<file path="config.mk">
export PLATFORM = sky130hd
export DESIGN_NAME = ext_irq_ctrl_flat
export DESIGN_NICKNAME = d
export VERILOG_FILES = /design/src/rtl/ext_irq_ctrl_if.sv /design/src/rtl/ext_irq_ctrl.sv /design/src/flat_wrapper.sv
export SDC_FILE = /design/constraint.sdc
export NUM_CORES = 1
export LEC_CHECK = 0
export BUFFER_PORTS_ARGS = -buffer_cell sky130_fd_sc_hd__buf_4
export CAP_MARGIN = 20
export CORE_MARGIN = 1.5
export CORE_UTILIZATION = 30
export CTS_BUF_LIST = sky130_fd_sc_hd__clkbuf_8 sky130_fd_sc_hd__clkbuf_16
export DETAILED_ROUTE_END_ITERATION = 7
export SLEW_MARGIN = 5
export SYNTH_ARGS = -nofsm -noshare
export SYNTH_HDL_FRONTEND = slang
export SYNTH_SLANG_ARGS = --single-unit
export TNS_END_PERCENT = 20
</file>
<file path="constraint.sdc">
create_clock -name clk_i -period 24.1 [get_ports clk_i]
set_clock_uncertainty 0.05 [all_clocks]
set_input_delay 2.41 -clock clk_i [delete_from_list [all_inputs] [get_ports clk_i]]
set_output_delay 2.41 -clock clk_i [all_outputs]
set_load 0.02 [all_outputs]
</file>
<file path="src/rtl/ext_irq_ctrl_if.sv">
// ext_irq_ctrl_if: source, config and core-handshake signals of the external interrupt controller
interface ext_irq_ctrl_if #(parameter int N_SRC = 16);
  logic [N_SRC-1:0] src_i;
  logic             cfg_we_i;
  logic [5:0]       cfg_addr_i;
  logic [31:0]      cfg_wdata_i;
  logic [31:0]      cfg_rdata_o;
  logic             irq_ack_i;
  logic             complete_i;
  logic             meip_o;
  logic [4:0]       irq_id_o;
  logic [N_SRC-1:0] pending_o;
  modport master (output src_i, cfg_we_i, cfg_addr_i, cfg_wdata_i, irq_ack_i, complete_i,
                  input cfg_rdata_o, meip_o, irq_id_o, pending_o);
  modport slave  (input src_i, cfg_we_i, cfg_addr_i, cfg_wdata_i, irq_ack_i, complete_i,
                  output cfg_rdata_o, meip_o, irq_id_o, pending_o);
endinterface

</file>
<file path="src/rtl/ext_irq_ctrl.sv">
// ext_irq_ctrl: priority-arbitrated external interrupt controller with edge/level sources
module ext_irq_ctrl #(
  parameter int N_SRC  = 16,
  parameter int PRIO_W = 3
) (
  input  logic            clk_i,
  input  logic            reset_i,
  ext_irq_ctrl_if.slave   bus
);
  typedef enum logic [1:0] {IDLE, ASSERT, SERVICE} state_t;
  state_t r_state, w_next;
  logic [N_SRC-1:0]  r_en, r_mode, r_pend, r_src_q, w_elig, w_rise, w_clr;
  logic [PRIO_W-1:0] r_thr, w_best;
  logic [PRIO_W-1:0] r_prio [N_SRC];
  logic [4:0]        r_id, w_win;
  logic              w_any, w_id_elig, w_unused;
  logic [31:0]       r_rdata, w_rd;
  assign w_unused = ^bus.cfg_wdata_i;
  // ties go to the lowest index because only a strictly higher priority replaces the current best
  always_comb begin
    w_rise    = bus.src_i & ~r_src_q;
    w_elig    = '0;
    w_clr     = '0;
    w_any     = 1'b0;
    w_best    = '0;
    w_win     = '0;
    w_id_elig = 1'b0;
    for (int k = 0; k < N_SRC; k++) begin
      w_elig[k] = r_pend[k] & r_en[k] & (r_prio[k] > r_thr);
      if (w_elig[k] && (!w_any || r_prio[k] > w_best)) begin
        w_any  = 1'b1;
        w_best = r_prio[k];
        w_win  = 5'(k);
      end
      if (r_id == 5'(k)) begin
        w_id_elig = w_elig[k];
        w_clr[k]  = (r_state == ASSERT) && bus.irq_ack_i;
      end
    end
  end
  always_comb begin
    w_rd = bus.cfg_addr_i == 6'h00 ? 32'(r_en)   :
           bus.cfg_addr_i == 6'h01 ? 32'(r_mode) :
           bus.cfg_addr_i == 6'h02 ? 32'(r_thr)  :
           bus.cfg_addr_i == 6'h03 ? 32'(r_pend) : 32'd0;
    for (int k = 0; k < N_SRC; k++)
      if (bus.cfg_addr_i == 6'(32 + k)) w_rd = 32'(r_prio[k]);
  end
  always_ff @(posedge clk_i) begin
    if (reset_i) begin
      r_en    <= '0;
      r_mode  <= '0;
      r_thr   <= '0;
      r_pend  <= '0;
      r_src_q <= '0;
      r_rdata <= '0;
      r_id    <= '0;
      for (int k = 0; k < N_SRC; k++) r_prio[k] <= '0;
    end else begin
      r_src_q <= bus.src_i;
      r_pend  <= (r_mode & (w_rise | (r_pend & ~w_clr))) | (~r_mode & bus.src_i);
      r_rdata <= w_rd;
      if (r_state == IDLE && w_any) r_id <= w_win;
      if (bus.cfg_we_i) begin
        if (bus.cfg_addr_i == 6'h00) r_en   <= bus.cfg_wdata_i[N_SRC-1:0];
        if (bus.cfg_addr_i == 6'h01) r_mode <= bus.cfg_wdata_i[N_SRC-1:0];
        if (bus.cfg_addr_i == 6'h02) r_thr  <= bus.cfg_wdata_i[PRIO_W-1:0];
        for (int k = 0; k < N_SRC; k++)
          if (bus.cfg_addr_i == 6'(32 + k)) r_prio[k] <= bus.cfg_wdata_i[PRIO_W-1:0];
      end
    end
  end
  always_ff @(posedge clk_i) r_state <= reset_i ? IDLE : w_next;
  // ack beats withdrawal; a latched request is never preempted
  always_comb
    w_next = r_state == IDLE   ? (w_any ? ASSERT : IDLE) :
             r_state == ASSERT ? (bus.irq_ack_i ? SERVICE : (w_id_elig ? ASSERT : IDLE)) :
                                 (bus.complete_i ? IDLE : SERVICE);
  always_comb begin
    bus.meip_o      = r_state == ASSERT;
    bus.irq_id_o    = r_id;
    bus.pending_o   = r_pend;
    bus.cfg_rdata_o = r_rdata;
  end
endmodule
</file>
<file path="src/flat_wrapper.sv">
// flat-port wrapper written by rule: the top's interface ports become plain ports
module ext_irq_ctrl_flat 
#(
  parameter int N_SRC  = 16,
  parameter int PRIO_W = 3
)
  (clk_i, reset_i, bus_src_i, bus_cfg_we_i, bus_cfg_addr_i, bus_cfg_wdata_i, bus_irq_ack_i, bus_complete_i, bus_cfg_rdata_o, bus_meip_o, bus_irq_id_o, bus_pending_o);
  ext_irq_ctrl_if #(.N_SRC(N_SRC)) bus_i ();
  input  logic clk_i;
  input  logic reset_i;
  input wire logic [$bits(bus_i.src_i)-1:0] bus_src_i;
  input wire logic [$bits(bus_i.cfg_we_i)-1:0] bus_cfg_we_i;
  input wire logic [$bits(bus_i.cfg_addr_i)-1:0] bus_cfg_addr_i;
  input wire logic [$bits(bus_i.cfg_wdata_i)-1:0] bus_cfg_wdata_i;
  input wire logic [$bits(bus_i.irq_ack_i)-1:0] bus_irq_ack_i;
  input wire logic [$bits(bus_i.complete_i)-1:0] bus_complete_i;
  output wire logic [$bits(bus_i.cfg_rdata_o)-1:0] bus_cfg_rdata_o;
  output wire logic [$bits(bus_i.meip_o)-1:0] bus_meip_o;
  output wire logic [$bits(bus_i.irq_id_o)-1:0] bus_irq_id_o;
  output wire logic [$bits(bus_i.pending_o)-1:0] bus_pending_o;
  assign bus_i.src_i = bus_src_i;
  assign bus_i.cfg_we_i = bus_cfg_we_i;
  assign bus_i.cfg_addr_i = bus_cfg_addr_i;
  assign bus_i.cfg_wdata_i = bus_cfg_wdata_i;
  assign bus_i.irq_ack_i = bus_irq_ack_i;
  assign bus_i.complete_i = bus_complete_i;
  assign bus_cfg_rdata_o = bus_i.cfg_rdata_o;
  assign bus_meip_o = bus_i.meip_o;
  assign bus_irq_id_o = bus_i.irq_id_o;
  assign bus_pending_o = bus_i.pending_o;
  ext_irq_ctrl #(.N_SRC(N_SRC), .PRIO_W(PRIO_W)) u_core (.clk_i(clk_i), .reset_i(reset_i), .bus(bus_i));
endmodule
</file>
---- Word level (Yosys, flattened, before mapping) ----
Memories as Yosys holds them, arrays and structs flattened.
Index checks and enable logic that the tools add are counted.
word-level totals
  word-level logic and storage cells ...... 375
  bits in registers ....................... 106
  memories ................................ 1
  bits in writable memories ............... 48
  input bits .............................. 59
  output and inout port bits .............. 54
memories
  name           words  width  read ports  clocked after Yosys merged registers in  write ports  RTL line            source
  u_core.r_prio  16     3      16          0                                        16           ext_irq_ctrl.sv:14  logic [PRIO_W-1:0] r_prio [N_SRC];
cells by class
  multiplexer cells ....................... 186
  magnitude comparators ................... 31
  eq/ne operators ......................... 35
  reductions and logical operators ........ 55
  bitwise operators ....................... 57
operators with widths
  kind                                                  count
  two-way mux 3 bit                                     51
  two-way mux 1 bit                                     117
  equality test 6 bit (second input constant)           16
  > comparator 3 bit                                    31
  AND 16 bit                                            4
  two-way mux 16 bit                                    4
  inverter 16 bit                                       3
  equality test 5 x 4 -> 1 bit (second input constant)  8
  AND 1 bit                                             32
  two-way mux 4 bit                                     8
  bitwise OR 16 bit                                     2
  equality test 5 x 3 -> 1 bit (second input constant)  4
  OR reduction 20 bit                                   1
  logical AND 1 bit                                     17
  OR reduction 17 bit                                   1
  bitwise OR 1 bit                                      16
  zero test 1 bit                                       15
  logical OR 1 bit                                      15
  equality test 6 x 2 -> 1 bit (second input constant)  2
  two-way mux 2 bit                                     6
  equality test 5 x 2 -> 1 bit (second input constant)  2
  equality test 6 x 1 -> 1 bit (second input constant)  1
  zero test 6 bit                                       1
  AND reduction 2 bit                                   3
  4 further kinds                                       4

---- Depth between registers and ports, before layout ----
An unclocked memory read counts as a cell.
  word-level depth ........................ 66
  mapped depth ............................ 134
  mapped depth without buffers ............ 133

---- Worst setup path after synthesis ----
No wires, ideal clock.
  path type ............................... reg-to-reg
  start point ............................. register u_core.r_thr[1]
  end point ............................... register u_core.r_id[2] (netlist: u_core.bus.irq_id_o[2])
  arrival time ............................ 20.978 ns
  slack ................................... 2.957 ns
  library setup time ...................... 0.115 ns
  buffers on the path ..................... 1
  data required time ...................... 23.935 ns
  stages on the path, launching flop included .. 125
  cell sequence ........................... dfxtp_1 -> inv_1 -> ha_1 -> nor2b_1 -> o311ai_2 -> nor2_1 -> nand2_1 -> ha_1 -> nand3_1 -> o21ai_0 -> or2_2 -> a21oi_1 -> a22oi_1 -> ha_1 -> nor2b_1 -> o21a_1 -> o21ai_0 -> a21o_1 -> (+89 left out) -> o311ai_0 -> a21o_1 -> mux2i_1 -> ha_1 -> a21o_1 -> a21oi_1 -> a31oi_1 -> o21ai_1 -> and2_1 -> a21oi_1 -> ha_1 -> a21o_1 -> a21oi_1 -> a31oi_1 -> a2111oi_0 -> and2_1 -> nand3_1 -> o21a_1
between the ends
  longest elaborated chain between the ends .. 64
RTL lines
  element                                                 RTL line            source
  start: declaration                                      ext_irq_ctrl.sv:13  logic [PRIO_W-1:0] r_thr, w_best;
  start signal: assignment                                ext_irq_ctrl.sv:67  if (bus.cfg_addr_i == 6'h02) r_thr <= bus.cfg_wdata_i[PRIO_W-1:0];
  > comparator 3 bit                                      ext_irq_ctrl.sv:29  w_elig[k] = r_pend[k] & r_en[k] & (r_prio[k] > r_thr);
  AND 1 bit                                               ext_irq_ctrl.sv:29
  two-way mux 3 bit or two-way mux 1 bit (tied branches)  ext_irq_ctrl.sv:30  if (w_elig[k] && (!w_any || r_prio[k] > w_best)) begin
  > comparator 3 bit or zero test 1 bit (tied branches)   ext_irq_ctrl.sv:30
  logical OR 1 bit                                        ext_irq_ctrl.sv:30
  logical AND 1 bit                                       ext_irq_ctrl.sv:30
  two-way mux 3 bit or two-way mux 1 bit (tied branches)  ext_irq_ctrl.sv:30
  > comparator 3 bit or zero test 1 bit (tied branches)   ext_irq_ctrl.sv:30
  (+48 left out)                                          n/a
  logical OR 1 bit                                        ext_irq_ctrl.sv:30
  logical AND 1 bit                                       ext_irq_ctrl.sv:30
  two-way mux 3 bit or two-way mux 1 bit (tied branches)  ext_irq_ctrl.sv:30
  > comparator 3 bit or zero test 1 bit (tied branches)   ext_irq_ctrl.sv:30
  logical OR 1 bit                                        ext_irq_ctrl.sv:30
  logical AND 1 bit                                       ext_irq_ctrl.sv:30
  two-way mux 1 bit                                       ext_irq_ctrl.sv:30
  logical AND 1 bit                                       ext_irq_ctrl.sv:63  if (r_state == IDLE && w_any) r_id <= w_win;
  end signal: assignment                                  ext_irq_ctrl.sv:63
  end: declaration                                        ext_irq_ctrl.sv:15  logic [4:0] r_id, w_win;
Several ways; a longest one is shown, not always the timed one.
A chain may end at the register's enable or synchronous reset.

==> impl_metrics.env <==
export IMPL_status="finished clean"
export IMPL_synth_simple_area_share_pct=21.7
export IMPL_crit_family="compound AO/OA/AOI/OAI gates"
export IMPL_via_per_inst=5.49
export IMPL_synth_warnings=0
export IMPL_cpPeakStageDelay_ns=0.49
export IMPL_r2r_start="u_core.r_prio[0][1]$_SDFFCE_PN0P_"
export IMPL_final_cells=1595
export IMPL_drt_total_wl_um=30200
export IMPL_clock_fmax_mhz=43.8
export IMPL_coreArea_sq_um=29900
export IMPL_wl_per_cell_um=18.9
export IMPL_dieArea_sq_um=31700
export IMPL_slew_viol_final=0
export IMPL_post_route_min_period_ns=22.83
export IMPL_crit_path_end="u_core.bus.irq_id_o[2]$_SDFFE_PP0P_"
export IMPL_ys_seq_area_share_pct=35.1
export IMPL_preCtsSetupSlack_ns=0.441
export IMPL_worst_slew_pin_slew_ns=1.09
export IMPL_synth_top_family_by_area="compound AO/OA/AOI/OAI gates"
export IMPL_io_pins=113
export IMPL_layout_drive_gt1_share_pct=16.5
export IMPL_clkTransAtPathRegs_ns=0.07
export IMPL_insertion_delay_ns=0.43
export IMPL_synth_edf_count=48
export IMPL_setup_violations=0
export IMPL_ys_flop_type="dfxtp_1"
export IMPL_syn_mean_instance_area_sq_um=8.33
export IMPL_synth_cells=1104
export IMPL_synthAdderAreaFrac_pct=11.7
export IMPL_dp_hpwl_um=22000
export IMPL_finalInstanceArea_sq_um=11100
export IMPL_fp_dieW_um=178
export IMPL_critPathMaxFanout=7
export IMPL_synthTopCellsByArea="dfxtp_1, edfxtp_1, ha_1, nand2_1, a21oi_1"
export IMPL_hold_viol_final=0
export IMPL_fin_crit_sh_pct=94.7
export IMPL_final_common_cell="nand2_1"
export IMPL_grt_max_degree=78
export IMPL_powerDensity_nw_per_um2=52.2
export IMPL_drtIter0Drc=734
export IMPL_netlist_area_sq_um=9190
export IMPL_reg2reg_to="u_core.bus.irq_id_o[2]$_SDFFE_PP0P_"
export IMPL_cts_inserted_buffers=17
export IMPL_regToRegSetupSlack_ns=1.27
export IMPL_antenna_found_initial=0
export IMPL_setup_worst_path_class="register to register"
export IMPL_synthXorXnorAreaFrac_pct=0
export IMPL_synth_top_area_share_pct=19.4
export IMPL_async_reset_ff_share_pct=0
export IMPL_cp_startpoint="u_core.r_prio[0][1]$_SDFFCE_PN0P_"
export IMPL_overflow=0
export IMPL_finalNetCount=1337
export IMPL_n_antenna_cell=0
export IMPL_nFillCells=3038
export IMPL_post_route_util_pct=37.1
export IMPL_crit_top_cell="a21oi_1"
export IMPL_cp_slowest_cell="edfxtp_1"
export IMPL_synthMuxAreaShare_pct=3.43
export IMPL_dp_cells=1554
export IMPL_totalNegativeSetupSlack_ns=0
export IMPL_synth_compound_area_share_pct=22.4
export IMPL_synth_top_cell_by_area="dfxtp_1"
export IMPL_rows=63
export IMPL_cp_data_required_time_ns=24.37
export IMPL_final_cell_mix="nand2_1, nor2_1, buf_4"
export IMPL_die_h_um=178
export IMPL_crit_buf_inv=6
export IMPL_grt_util_all_layers_pct=19.0
export IMPL_grt_pass1_wl_um=46000
export IMPL_cts_root_buf="clkbuf_16"
export IMPL_cts_tree="built"
export IMPL_cp_end_kind="register"
export IMPL_placedInstanceArea_sq_um=10200
export IMPL_cp_depth=124
export IMPL_fin_hold_ws_ns=0.419
export IMPL_ant_nets=0
export IMPL_ys_seq_elements=137
export IMPL_worst_slack_ns=1.27
export IMPL_io_buffer_count=79
export IMPL_vias=8751
export IMPL_arrival_ns=23.10
export IMPL_max_slew_margin_pct=26.9
export IMPL_drv_cap=0
export IMPL_ys_types=75
export IMPL_hold_class="register to register"
export IMPL_power_mw=0.578
export IMPL_clock_sinks=137
export IMPL_gp_congestion=0.913
export IMPL_remaining_drc_errors=0
export IMPL_syn2layout_area_growth_pct=20.4
export IMPL_cts_buffer_depth=2
export IMPL_vdd_drop_max_mv=0.0487
export IMPL_start_kind="register"
export IMPL_initial_core_util_pct=30.8
export IMPL_dr_pass1_iters=5
export IMPL_r2r_cells=124
export IMPL_grt_pass1_vias=8160
export IMPL_htreeDepth=4
export IMPL_p_leak_nw=4.34
[flip-flops by register name, indices dropped and copies added (netlist names)]
signal                  count
u_core.bus.cfg_rdata_o     16
u_core.bus.irq_id_o         4
u_core.bus.pending_o       16
u_core.r_en                16
u_core.r_mode              16
u_core.r_prio              48
u_core.r_src_q             16
u_core.r_state              2
u_core.r_thr                3
[worst min-delay path: stages (launching register included)]
cell and delay, ns:
dfxtp_1 0.32, nand2_1 0.06, a21oi_1 0.05
[worst min path at each step]
stage	endpoint	cells past startpoint	slack (ns)	start
after floorplan	u_core.bus.pending_o[0]$_SDFF_PP0_	3	0.40	u_core.r_src_q[0]$_SDFF_PP0_
after global placement	u_core.bus.pending_o[14]$_SDFF_PP0_	2	0.40	u_core.r_src_q[14]$_SDFF_PP0_
after detailed placement	u_core.bus.pending_o[11]$_SDFF_PP0_	2	0.41	u_core.r_src_q[11]$_SDFF_PP0_
after CTS	u_core.r_en[2]$_SDFFE_PP0P_	2	0.42	u_core.r_en[2]$_SDFFE_PP0P_
after global routing	u_core.r_en[4]$_SDFFE_PP0P_	2	0.45	u_core.r_en[4]$_SDFFE_PP0P_
final	u_core.r_en[2]$_SDFFE_PP0P_	2	0.42	u_core.r_en[2]$_SDFFE_PP0P_
[where the power goes]
part | internal [mW] | switching [mW]
registers | 0.248 | 0.0103
logic | 0.0251 | 0.0403
clock network | 0.144 | 0.110
[area by class of cell]
| class | count | area, sq um | area share, % |
|---|---|---|---|
| inverters | 64 | 240 | 2.17 |
| clock buffers | 20 | 478 | 4.32 |
| multi-input cells | 863 | 5740 | 51.8 |
| repair buffers | 109 | 818 | 7.39 |
| well taps | 390 | 488 | 4.41 |
| clock inverters | 12 | 88.8 | 0.802 |
| flip-flops and latches | 137 | 3220 | 29.1 |
[cell usage after synthesis, drive strengths merged, types with 4 or more instances]
cell type,count
mux2i,21
and2,10
o211ai,7
a21o,26
buf,24
nor3,18
nor2b,39
o31ai,11
a22oi,12
mux4,4
dfxtp,89
clkbuf,32
nor2,112
o32ai,4
nand2b,21
nor4,7
o21bai,6
o311ai,5
ha,86
a31oi,14
o21a,7
a32oi,8
a21oi,94
a311oi,11
or2,6
nand2,161
nand3,36
inv,64
or4,5
o21ai,34
o22ai,9
edfxtp,48
and3,8
a211oi,23
[timing repair]
item | in CTS | in global routing
endpoints found under the setup margin | 0 | 4
hold endpoints to repair | 0 | 0
hold buffers | 0 | 0
setup buffers | 0 | 9
gates resized for setup | 0 | 45
[logic make-up after synthesis]
group                      Yosys count
buffers and inverters              120
and+or+nand+nor                    431
adders and majority gates           86
muxes                               26
DFF                                137
other                                1
AOI/OAI and AO/OA                  303
[per-layer routing]
layer  track usage (%)  vias up  routed length (um)
met5                 0        -                   0
met4              7.39        0                 901
met3              3.11       67                1870
met2              31.3      383               14100
met1              24.7     4145               13300
li1                  -     4156                   -
Note: power is estimated with default switching activity, not from simulation.
